--- src/rtl/ca_pkg.sv ---
// ca_pkg
// Shared definitions for the cellular-automaton rule sequencer.
//   state_t      : sequencer FSM states
//   RULE_W       : width of a Wolfram-style rule (8 truth-table entries)
//   rule_lookup  : MSB-first truth-table lookup, rule bit 7 is the output for {l,c,r}=000
package ca_pkg;

    localparam int RULE_W = 8;

    typedef enum logic [1:0] {
        IDLE   = 2'd0,
        EVAL   = 2'd1,
        COMMIT = 2'd2,
        DONE   = 2'd3
    } state_t;

    // Neighbourhood {l,c,r} selects bit 7-k, so rule bit 7 answers pattern 000.
    function automatic logic rule_lookup(input logic [RULE_W-1:0] rule,
                                         input logic l, input logic c, input logic r);
        logic [2:0] k;
        k = {l, c, r};
        return rule[3'd7 - k];
    endfunction

endpackage

--- src/rtl/ca_rule_sequencer_if.sv ---
// ca_rule_sequencer_if
// Host-side bundle of the rule sequencer.
//   cfg_we/cfg_rule      : rule write (honoured only while not running)
//   start/abort          : run control
//   seed/gens/wrap       : run parameters, latched on an accepted start
//   busy/done            : run status, done is a one-cycle pulse
//   row_out/gen_count    : committed row and generations committed this run
// master = host/test driver, slave = sequencer.
interface ca_rule_sequencer_if #(
    parameter int WIDTH = 16,
    parameter int GEN_W = 8
);
    import ca_pkg::*;

    logic              cfg_we;
    logic [RULE_W-1:0] cfg_rule;
    logic              start;
    logic              abort;
    logic [WIDTH-1:0]  seed;
    logic [GEN_W-1:0]  gens;
    logic              wrap;
    logic              busy;
    logic              done;
    logic [WIDTH-1:0]  row_out;
    logic [GEN_W-1:0]  gen_count;

    modport master (
        output cfg_we, cfg_rule, start, abort, seed, gens, wrap,
        input  busy, done, row_out, gen_count
    );

    modport slave (
        input  cfg_we, cfg_rule, start, abort, seed, gens, wrap,
        output busy, done, row_out, gen_count
    );

endinterface

--- src/rtl/ca_rule_lut.sv ---
// ca_rule_lut
// Purely combinational 3-input truth-table evaluator; the single shared
// logic resource that every cell of the row is time-multiplexed through.
//   rule_i   : 8-bit rule
//   left_i, centre_i, right_i : neighbourhood of the cell being evaluated
//   cell_o   : next value of that cell
module ca_rule_lut
    import ca_pkg::*;
(
    input  logic [RULE_W-1:0] rule_i,
    input  logic              left_i,
    input  logic              centre_i,
    input  logic              right_i,
    output logic              cell_o
);

    assign cell_o = rule_lookup(rule_i, left_i, centre_i, right_i);

endmodule

--- src/rtl/ca_rule_sequencer.sv ---
// ca_rule_sequencer
// Runs a 1-D cellular automaton for a requested number of generations,
// evaluating one cell per cycle through a single shared ca_rule_lut.
//   clk    : system clock, rising edge
//   rst_n  : synchronous active-low reset
//   bus    : host interface (ca_rule_sequencer_if.slave)
// Each generation takes WIDTH EVAL cycles plus one COMMIT cycle; row_out
// only moves on seed load or COMMIT so the host never sees a partial row.
module ca_rule_sequencer
    import ca_pkg::*;
#(
    parameter int                WIDTH        = 16,
    parameter int                GEN_W        = 8,
    parameter logic [RULE_W-1:0] RULE_DEFAULT = 8'h54
) (
    input  logic               clk,
    input  logic               rst_n,
    ca_rule_sequencer_if.slave bus
);

    localparam int               IDX_W = (WIDTH > 1) ? $clog2(WIDTH) : 1;
    localparam logic [IDX_W-1:0] LAST  = IDX_W'(WIDTH - 1);

    state_t            state_q, state_d;
    logic [IDX_W-1:0]  idx_q, idx_d;
    logic [WIDTH-1:0]  row_q, row_d;
    logic [WIDTH-1:0]  shadow_q, shadow_d;
    logic [GEN_W-1:0]  genCount_q, genCount_d;
    logic [GEN_W-1:0]  gens_q, gens_d;
    logic              wrap_q, wrap_d;
    logic [RULE_W-1:0] rule_q, rule_d;

    logic [WIDTH+1:0]  rowExt;
    logic [2:0]        nbr;
    logic              newCell;
    logic [GEN_W-1:0]  genNext;

    // Row padded with one virtual cell on each side: bit 0 stands for row[-1]
    // and the top bit for row[WIDTH]; both read 0 unless wrapping.
    // Shifting by idx leaves {left, centre, right} of cell idx in the low bits.
    assign rowExt  = {wrap_q & row_q[0], row_q, wrap_q & row_q[WIDTH-1]};
    assign nbr     = 3'(rowExt >> idx_q);
    assign genNext = genCount_q + GEN_W'(1);

    ca_rule_lut u_lut (
        .rule_i   (rule_q),
        .left_i   (nbr[2]),
        .centre_i (nbr[1]),
        .right_i  (nbr[0]),
        .cell_o   (newCell)
    );

    // Next-state and datapath updates. Abort in COMMIT discards the pending
    // generation, so row_out keeps the last fully committed row.
    always_comb begin
        state_d    = state_q;
        idx_d      = idx_q;
        row_d      = row_q;
        shadow_d   = shadow_q;
        genCount_d = genCount_q;
        gens_d     = gens_q;
        wrap_d     = wrap_q;
        rule_d     = rule_q;
        case (state_q)
            IDLE: begin
                if (bus.cfg_we) rule_d = bus.cfg_rule;
                if (bus.start) begin
                    row_d      = bus.seed;
                    gens_d     = bus.gens;
                    wrap_d     = bus.wrap;
                    genCount_d = '0;
                    idx_d      = '0;
                    state_d    = (bus.gens == '0) ? DONE : EVAL;
                end
            end
            EVAL: begin
                if (bus.abort) begin
                    state_d = IDLE;
                end else begin
                    shadow_d[idx_q] = newCell;
                    if (idx_q == LAST) begin
                        idx_d   = '0;
                        state_d = COMMIT;
                    end else begin
                        idx_d = idx_q + IDX_W'(1);
                    end
                end
            end
            COMMIT: begin
                if (bus.abort) begin
                    state_d = IDLE;
                end else begin
                    row_d      = shadow_q;
                    genCount_d = genNext;
                    idx_d      = '0;
                    state_d    = (genNext == gens_q) ? DONE : EVAL;
                end
            end
            DONE: begin
                if (bus.cfg_we) rule_d = bus.cfg_rule;
                state_d = IDLE;
            end
            default: state_d = IDLE;
        endcase
    end

    // State and datapath registers with synchronous active-low reset.
    always_ff @(posedge clk) begin
        if (!rst_n) begin
            state_q    <= IDLE;
            idx_q      <= '0;
            row_q      <= '0;
            shadow_q   <= '0;
            genCount_q <= '0;
            gens_q     <= '0;
            wrap_q     <= 1'b0;
            rule_q     <= RULE_DEFAULT;
        end else begin
            state_q    <= state_d;
            idx_q      <= idx_d;
            row_q      <= row_d;
            shadow_q   <= shadow_d;
            genCount_q <= genCount_d;
            gens_q     <= gens_d;
            wrap_q     <= wrap_d;
            rule_q     <= rule_d;
        end
    end

    assign bus.busy      = (state_q == EVAL) || (state_q == COMMIT);
    assign bus.done      = (state_q == DONE);
    assign bus.row_out   = row_q;
    assign bus.gen_count = genCount_q;

endmodule
--- src/flat_wrapper.sv ---
// flat-port wrapper written by rule: the top's interface ports become plain ports
module ca_rule_sequencer_flat import ca_pkg::*;
#(
    parameter int                WIDTH        = 16,
    parameter int                GEN_W        = 8,
    parameter logic [RULE_W-1:0] RULE_DEFAULT = 8'h54
)
  (clk, rst_n, bus_cfg_we, bus_cfg_rule, bus_start, bus_abort, bus_seed, bus_gens, bus_wrap, bus_busy, bus_done, bus_row_out, bus_gen_count);
  ca_rule_sequencer_if #(.WIDTH(WIDTH), .GEN_W(GEN_W)) bus_i ();
  input  logic clk;
  input  logic rst_n;
  input wire logic [$bits(bus_i.cfg_we)-1:0] bus_cfg_we;
  input wire logic [$bits(bus_i.cfg_rule)-1:0] bus_cfg_rule;
  input wire logic [$bits(bus_i.start)-1:0] bus_start;
  input wire logic [$bits(bus_i.abort)-1:0] bus_abort;
  input wire logic [$bits(bus_i.seed)-1:0] bus_seed;
  input wire logic [$bits(bus_i.gens)-1:0] bus_gens;
  input wire logic [$bits(bus_i.wrap)-1:0] bus_wrap;
  output wire logic [$bits(bus_i.busy)-1:0] bus_busy;
  output wire logic [$bits(bus_i.done)-1:0] bus_done;
  output wire logic [$bits(bus_i.row_out)-1:0] bus_row_out;
  output wire logic [$bits(bus_i.gen_count)-1:0] bus_gen_count;
  assign bus_i.cfg_we = bus_cfg_we;
  assign bus_i.cfg_rule = bus_cfg_rule;
  assign bus_i.start = bus_start;
  assign bus_i.abort = bus_abort;
  assign bus_i.seed = bus_seed;
  assign bus_i.gens = bus_gens;
  assign bus_i.wrap = bus_wrap;
  assign bus_busy = bus_i.busy;
  assign bus_done = bus_i.done;
  assign bus_row_out = bus_i.row_out;
  assign bus_gen_count = bus_i.gen_count;
  ca_rule_sequencer #(.WIDTH(WIDTH), .GEN_W(GEN_W), .RULE_DEFAULT(RULE_DEFAULT)) u_core (.clk(clk), .rst_n(rst_n), .bus(bus_i));
endmodule
--- config.mk ---
export PLATFORM = sky130hd
export DESIGN_NAME = ca_rule_sequencer_flat
export DESIGN_NICKNAME = d
export VERILOG_FILES = /design/src/rtl/ca_pkg.sv /design/src/rtl/ca_rule_sequencer_if.sv /design/src/rtl/ca_rule_lut.sv /design/src/rtl/ca_rule_sequencer.sv /design/src/flat_wrapper.sv
export SDC_FILE = /design/constraint.sdc
export NUM_CORES = 1
export LEC_CHECK = 0
export BUFFER_PORTS_ARGS = -buffer_cell sky130_fd_sc_hd__buf_2
export CORE_UTILIZATION = 55
export DETAILED_ROUTE_END_ITERATION = 16
export GPL_ROUTABILITY_DRIVEN = 0
export GPL_TIMING_DRIVEN = 0
export MAX_ROUTING_LAYER = met4
export PLACE_DENSITY = 0.79
export SLEW_MARGIN = 20
export SYNTH_ARGS = -nofsm -noshare
export SYNTH_HDL_FRONTEND = slang
export SYNTH_SLANG_ARGS = --single-unit
--- constraint.sdc ---
create_clock -name clk -period 7.71 [get_ports clk]
set_clock_uncertainty 0.2 [all_clocks]
set_input_delay 1.1565 -clock clk [delete_from_list [all_inputs] [get_ports clk]]
set_output_delay 1.1565 -clock clk [all_outputs]
set_load 0.05 [all_outputs]
* After elaboration in Yosys (flattened, before gate mapping)
Cells that the tools add are included.
Widths: inputs -> output; s select.
** Storage, ports and cells
- Bits in registers :: 63
- Bits in latches :: 0
- Memory bits (writable) :: 0
- Bits in read-only memories :: 0
- Output and inout port bits :: 26
- Logic and storage cells :: 63
- Memories :: 0
** Operators by class
- $add $sub $neg :: 3
- $mul :: 0
- Divide/modulo/power cells :: 0
- Magnitude comparators :: 3
- Eq/ne operators :: 9
- Shift operators :: 1
- Mux-type cells :: 23
- Bitwise gates (word level) :: 3
- Reduce and logical (&&, ||, !) cells :: 13
** Operators by type and width (count)
- $mux 16 :: 2
- $pmux 16 s2 :: 1
- $shr 18x4->3 :: 1
- $bwmux 16 :: 1
- $mux 4 :: 4
- $mux 8 :: 2
- $pmux 8 s2 :: 1
- $mux 2 :: 6
- $pmux 4 s3 :: 1
- $add 8x1->8 const B :: 1
- $eq 8x8->1 :: 1
- $logic_not 8->1 :: 1
- $pmux 2 s4 :: 1
- $reduce_and 2->1 :: 4
- $ne 2x2->1 const B :: 3
- $lt 4x5->1 const B :: 1
- $add 4x1->4 const B :: 1
- $demux 1 s4 :: 1
- $eq 2x2->1 const B :: 2
- $eq 4x4->1 const B :: 1
- $ge 4x1->1 const B :: 1
- $lt 3x4->1 const B :: 1
- $reduce_and 4->1 :: 1
- $bmux 1 s3 :: 1
- other kinds (13) :: 15

* Longest topological paths before layout
- Depth in word-level cells :: 6
- Gate-level depth with buffers :: 9
- Depth with buffers taken out :: 8

* Cells and area by module
A second synthesis with hierarchy kept.
** Second synthesis, totals
- Cell total of the unflattened synthesis :: 402
- Area total of the unflattened synthesis :: 3614.7 um^2
** Modules (own cells, without submodules)
- ca_rule_sequencer :: times used 1, cells each 399, area an instance 3550.9 um^2, sequential area each 1261.2 um^2
- ca_rule_lut :: times used 1, cells each 3, area an instance 63.8 um^2, sequential area each 0.0 um^2

* Least setup slack after synthesis
Ideal clock, no wire load.
- Path kind :: register to register
- Start :: register u_core.row_q[10], in the netlist u_core.bus.row_out[10]
- End :: register u_core.shadow_q[10]
- Setup time :: 126 ps
- Data arrival time :: 2371 ps
- Data required time :: 7384 ps
- Path slack :: 5013 ps
- Cell stages (with the launch flop) :: 8
- Path buffers :: 1
- Path through :: dfxtp_1 > mux2i_1 > mux4_2 > a221o_1 > a31o_1 > a32oi_4 > buf_6 > a31oi_1
** Between the ends
- Cells in the longest elaborated chain, start to end :: 5
** Ends and longest elaborated chain
- start: declaration :: RTL line ca_rule_sequencer.sv:26 : logic [WIDTH-1:0] row_q, row_d;
- start signal: assignment :: RTL line ca_rule_sequencer.sv:121 : row_q <= row_d;
- $shr 18x4->3 :: RTL line ca_rule_sequencer.sv:42 : assign nbr = 3'(rowExt >> idx_q);
- $sub 3x3->3 :: RTL line ca_pkg.sv:22 : return rule[3'd7 - k];
- $bmux 1 s3 :: RTL line ca_pkg.sv:22
- $mux 1 (not written as such) :: RTL line ca_pkg.sv:22
- $bwmux 16 :: RTL line ca_rule_sequencer.sv:80 : shadow_d[idx_q] = newCell;
- end signal: assignment :: RTL line ca_rule_sequencer.sv:122 : shadow_q <= shadow_d;
- end: declaration :: RTL line ca_rule_sequencer.sv:27 : logic [WIDTH-1:0] shadow_q, shadow_d;
Every way passes these cells. The select of a mux whose other input is x is not followed.
A chain may end at the register's enable or synchronous reset.

* Worst setup path in the final report
- Start :: input port bus_abort
- End :: register u_core.row_q[8], in the netlist u_core.bus.row_out[8]
** Between the ends
- Cells in the longest elaborated chain, start to end :: 2
** Ends and longest elaborated chain
- start: declaration :: RTL line flat_wrapper.sv:15 : input wire logic [$bits(bus_i.abort)-1:0] bus_abort;
- $ne 2x2->1 (no source line)
- $reduce_and 3->1 (no source line)
Every way passes these cells.

==> flow_summary.json <==
{
  "crit_type": "input pin to flip-flop",
  "antenna_found_initial": 0,
  "hold_path.class": "flip-flop to flip-flop",
  "reg2reg_setup_slack_ps": 4870,
  "worstMarginPinSlew_ps": 756,
  "clockRootBuffer": "clkbuf_8",
  "dr_total_vias": 3386,
  "min_to": "u_core.rule_q[0]",
  "synth.area.top_cells": "dfxtp_1 36%, mux2i_1 6.9%, nand2_1 5.7%, nor2_1 5.4%, mux4_2 4.5%",
  "final_hold_viol_count": 0,
  "antenna_left": 0,
  "clockBufferDepth": 2,
  "fillers": 530,
  "maxCapViolations": 0,
  "syn_to_final_growth_pct": 18.1,
  "synth_compound_area_share_pct": 21.7,
  "final.setup.tns_ps": 0,
  "place_inst": 557,
  "grt_start_max_net_pins": 13,
  "powerDensity_nw_per_um2": 332,
  "cp.required_ps": 7760,
  "fin_area_sq_um": 4120,
  "synth_edf_count": 0,
  "relSlewSlack_pct": 49.6,
  "ios": 64,
  "grt_pass1_vias": 3037,
  "synth_top_family_by_area": "compound AO/OA/AOI/OAI gates",
  "peakVddDrop_mv": 0.236,
  "rsz0062_at_grt": "no",
  "slowest_delay_ps": 470,
  "finalCritPeriodShare_pct": 38.3,
  "placementRows": 28,
  "setup_slack_ps": 4750,
  "p_leak_uw": 0.00158,
  "start_kind": "input pin",
  "clk_latency_ps": 350,
  "layout.cells.most_common": "buf_2",
  "synthCells": 419,
  "ctsResizeCount": 0,
  "drv_slew": 0,
  "fin_nets": 540,
  "syn_area_sq_um": 3490,
  "hold_buffers": 0,
  "layout_common_cells": "66 x buf_2, 63 x dfxtp_1, 53 x nand2_1, 50 x nor2_1, 25 x a21oi_1",
  "arrival_ps": 3010,
  "dp_hpwl_um": 6880,
  "finalSetupViolCount": 0,
  "portBuffers": 63,
  "viasPerCell": 5.91,
  "drt-initial-drc-count": 201,
  "diodes": 0,
  "critPathCaptureType": "flip-flop",
  "reg2reg_to": "u_core.shadow_q[10]",
  "drc_errors": 0,
  "avgRoutedWirePerCell_um": 16.0,
  "fmax_mhz": 338,
  "path_cells": "buf_2 -> nor2b_1 -> nand2_1 -> o21ai_1 -> clkbuf_1 -> nor2_1 -> a211oi_1",
  "synth_area_leader_cell": "dfxtp_1",
  "first_pass_iters": 5,
  "synthesis.nets": 466,
  "numCtsBuffers": 9,
  "hold_start": "u_core.rule_q[0]",
  "synthMuxAreaShare_pct": 12.0,
  "status": "finished clean",
  "grt_pass1_wl_um": 14300,
  "r2r_cells": 9,
  "core_sq_um": 6030,
  "timing.rr.start": "u_core.idx_q[0]",
  "synth-seq-cells": 63,
  "synthAdderAreaFrac_pct": 3.22,
  "tritoncts": "done",
  "yosysUniqueCellTypes": 49,
  "crit_fanout": 10,
  "synth-simple-area-share_pct": 19.8,
  "finalWirelength_um": 9180,
  "start_util_pct": 58.0,
  "path_clk_slew_ps": 70,
  "async_reset_ff_share_pct": 0,
  "die_w_um": 81.7,
  "grt_usage_pct": 29.5,
  "finalWorstPathRequiredPeriod_ps": 2960,
  "stdcell_count": 573,
  "crit_path_top_delay_cell": "clkbuf_1",
  "dieArea_sq_um": 6670,
  "overflow": 0,
  "die_h_um": 81.7,
  "netlist.area_leader.share_pct": 36.1,
  "yosysWarningCount": 0,
  "holdPathStages": 2,
  "postCtsSetupBuffers": 0,
  "cts.sinks": 63,
  "synthFlopType": "dfxtp_1",
  "yosys.area_share.xor_xnor_pct": 2.76,
  "h-tree-depth": 3,
  "post-place-ws_ps": 4420,
  "dpl_cell_area_sq_um": 3900,
  "drive_gt1_share_pct": 19.9,
  "synth-seq-area-share_pct": 36.1,
  "syn_avg_cell_area_sq_um": 8.33
}
==> cell families after synthesis <==
kind of cell / Yosys count
XOR/XNOR: 11
flip-flops: 63
AND/OR/NAND/NOR: 156
adder cells (fa/ha/maj): 9
AO/OA/AOI/OAI: 112
buffers and inverters: 35
multiplexers: 33
==> metal layers <==
metal | vias to the layer above | GRT usage (%) | wire [um]
met4 | 0 | 7.89 | 128
met1 | 1571 | 37.0 | 4180
met5 | - | - | 0
met3 | 19 | 6.67 | 561
li1 | 1669 | - | -
met2 | 127 | 47.8 | 4310
==> worst max-delay path: cells and delay by family <==
| family | cells | cell delay, ps |
|---|---|---|
| compound gates | 2 | 690 |
| buf+inv | 2 | 580 |
| simple gates | 3 | 580 |
==> how the worst max path moves through the flow <==
stage,cells past startpoint,slack (ps),startpoint,to
2_1_floorplan,7,5010,u_core.bus.row_out[10],u_core.shadow_q[10]
3_3_place_gp,7,4480,bus_abort,u_core.bus.row_out[1]
3_5_place_dp,7,4420,bus_abort,u_core.bus.row_out[6]
4_1_cts,7,4800,bus_abort,u_core.bus.row_out[6]
5_1_grt,7,4640,bus_abort,u_core.bus.row_out[2]
6_report,7,4750,bus_abort,u_core.bus.row_out[8]
==> per-stage QoR <==
stage / total power (uW) / hold slack (ps) / util [%]
after floorplan: 898 / 236 / -
after detailed placement: 1040 / 250 / 64.7
after global routing: 1430 / 288 / 68.4
final: 1370 / 257 / 68.4
after global placement: 1030 / 246 / 64.7
after CTS: 1360 / 260 / 68.4
==> cell usage after synthesis, types with 3 or more instances <==
cell type,number
and2_1,6
a211oi_1,17
xnor2_1,8
mux2i_1,24
nand2_1,53
and3_1,4
xor2_1,3
a22oi_1,5
nor3_1,14
nand2b_1,3
nor2b_1,6
clkbuf_1,17
nor4_1,3
a31oi_1,16
ha_1,9
dfxtp_1,63
mux4_2,7
inv_1,11
nand3_1,12
o211ai_1,7
nor2_1,50
o21ai_0,23
a21oi_1,25
buf_2,3
==> registers in the layout, summed over array words and instances, names as in the netlist <==
signal and flops:
u_core.gens_q 8, u_core.shadow_q 16, u_core.wrap_q 1, u_core.idx_q 4, u_core.state_q 2, u_core.bus.gen_count 8, u_core.bus.row_out 16, u_core.rule_q 8
==> area by class of cell <==
cell class / instances / area [sq um] / share of cell area, %
tap: 75 / 93.8 / 2.28
multi-input combinational: 321 / 2080 / 50.4
sequential: 63 / 1260 / 30.6
clock inverter: 6 / 93.8 / 2.28
buffer: 23 / 109 / 2.64
timing repair buffer: 63 / 315 / 7.65
inverter: 12 / 45.0 / 1.09
clock buffer: 10 / 128 / 3.10
==> where the power goes <==
group | switching (uW) | internal [uW]
clock | 140 | 184
combinational | 386 | 189
sequential | 76.4 | 392
total | 603 | 765
(Power assumes the default switching activity.)
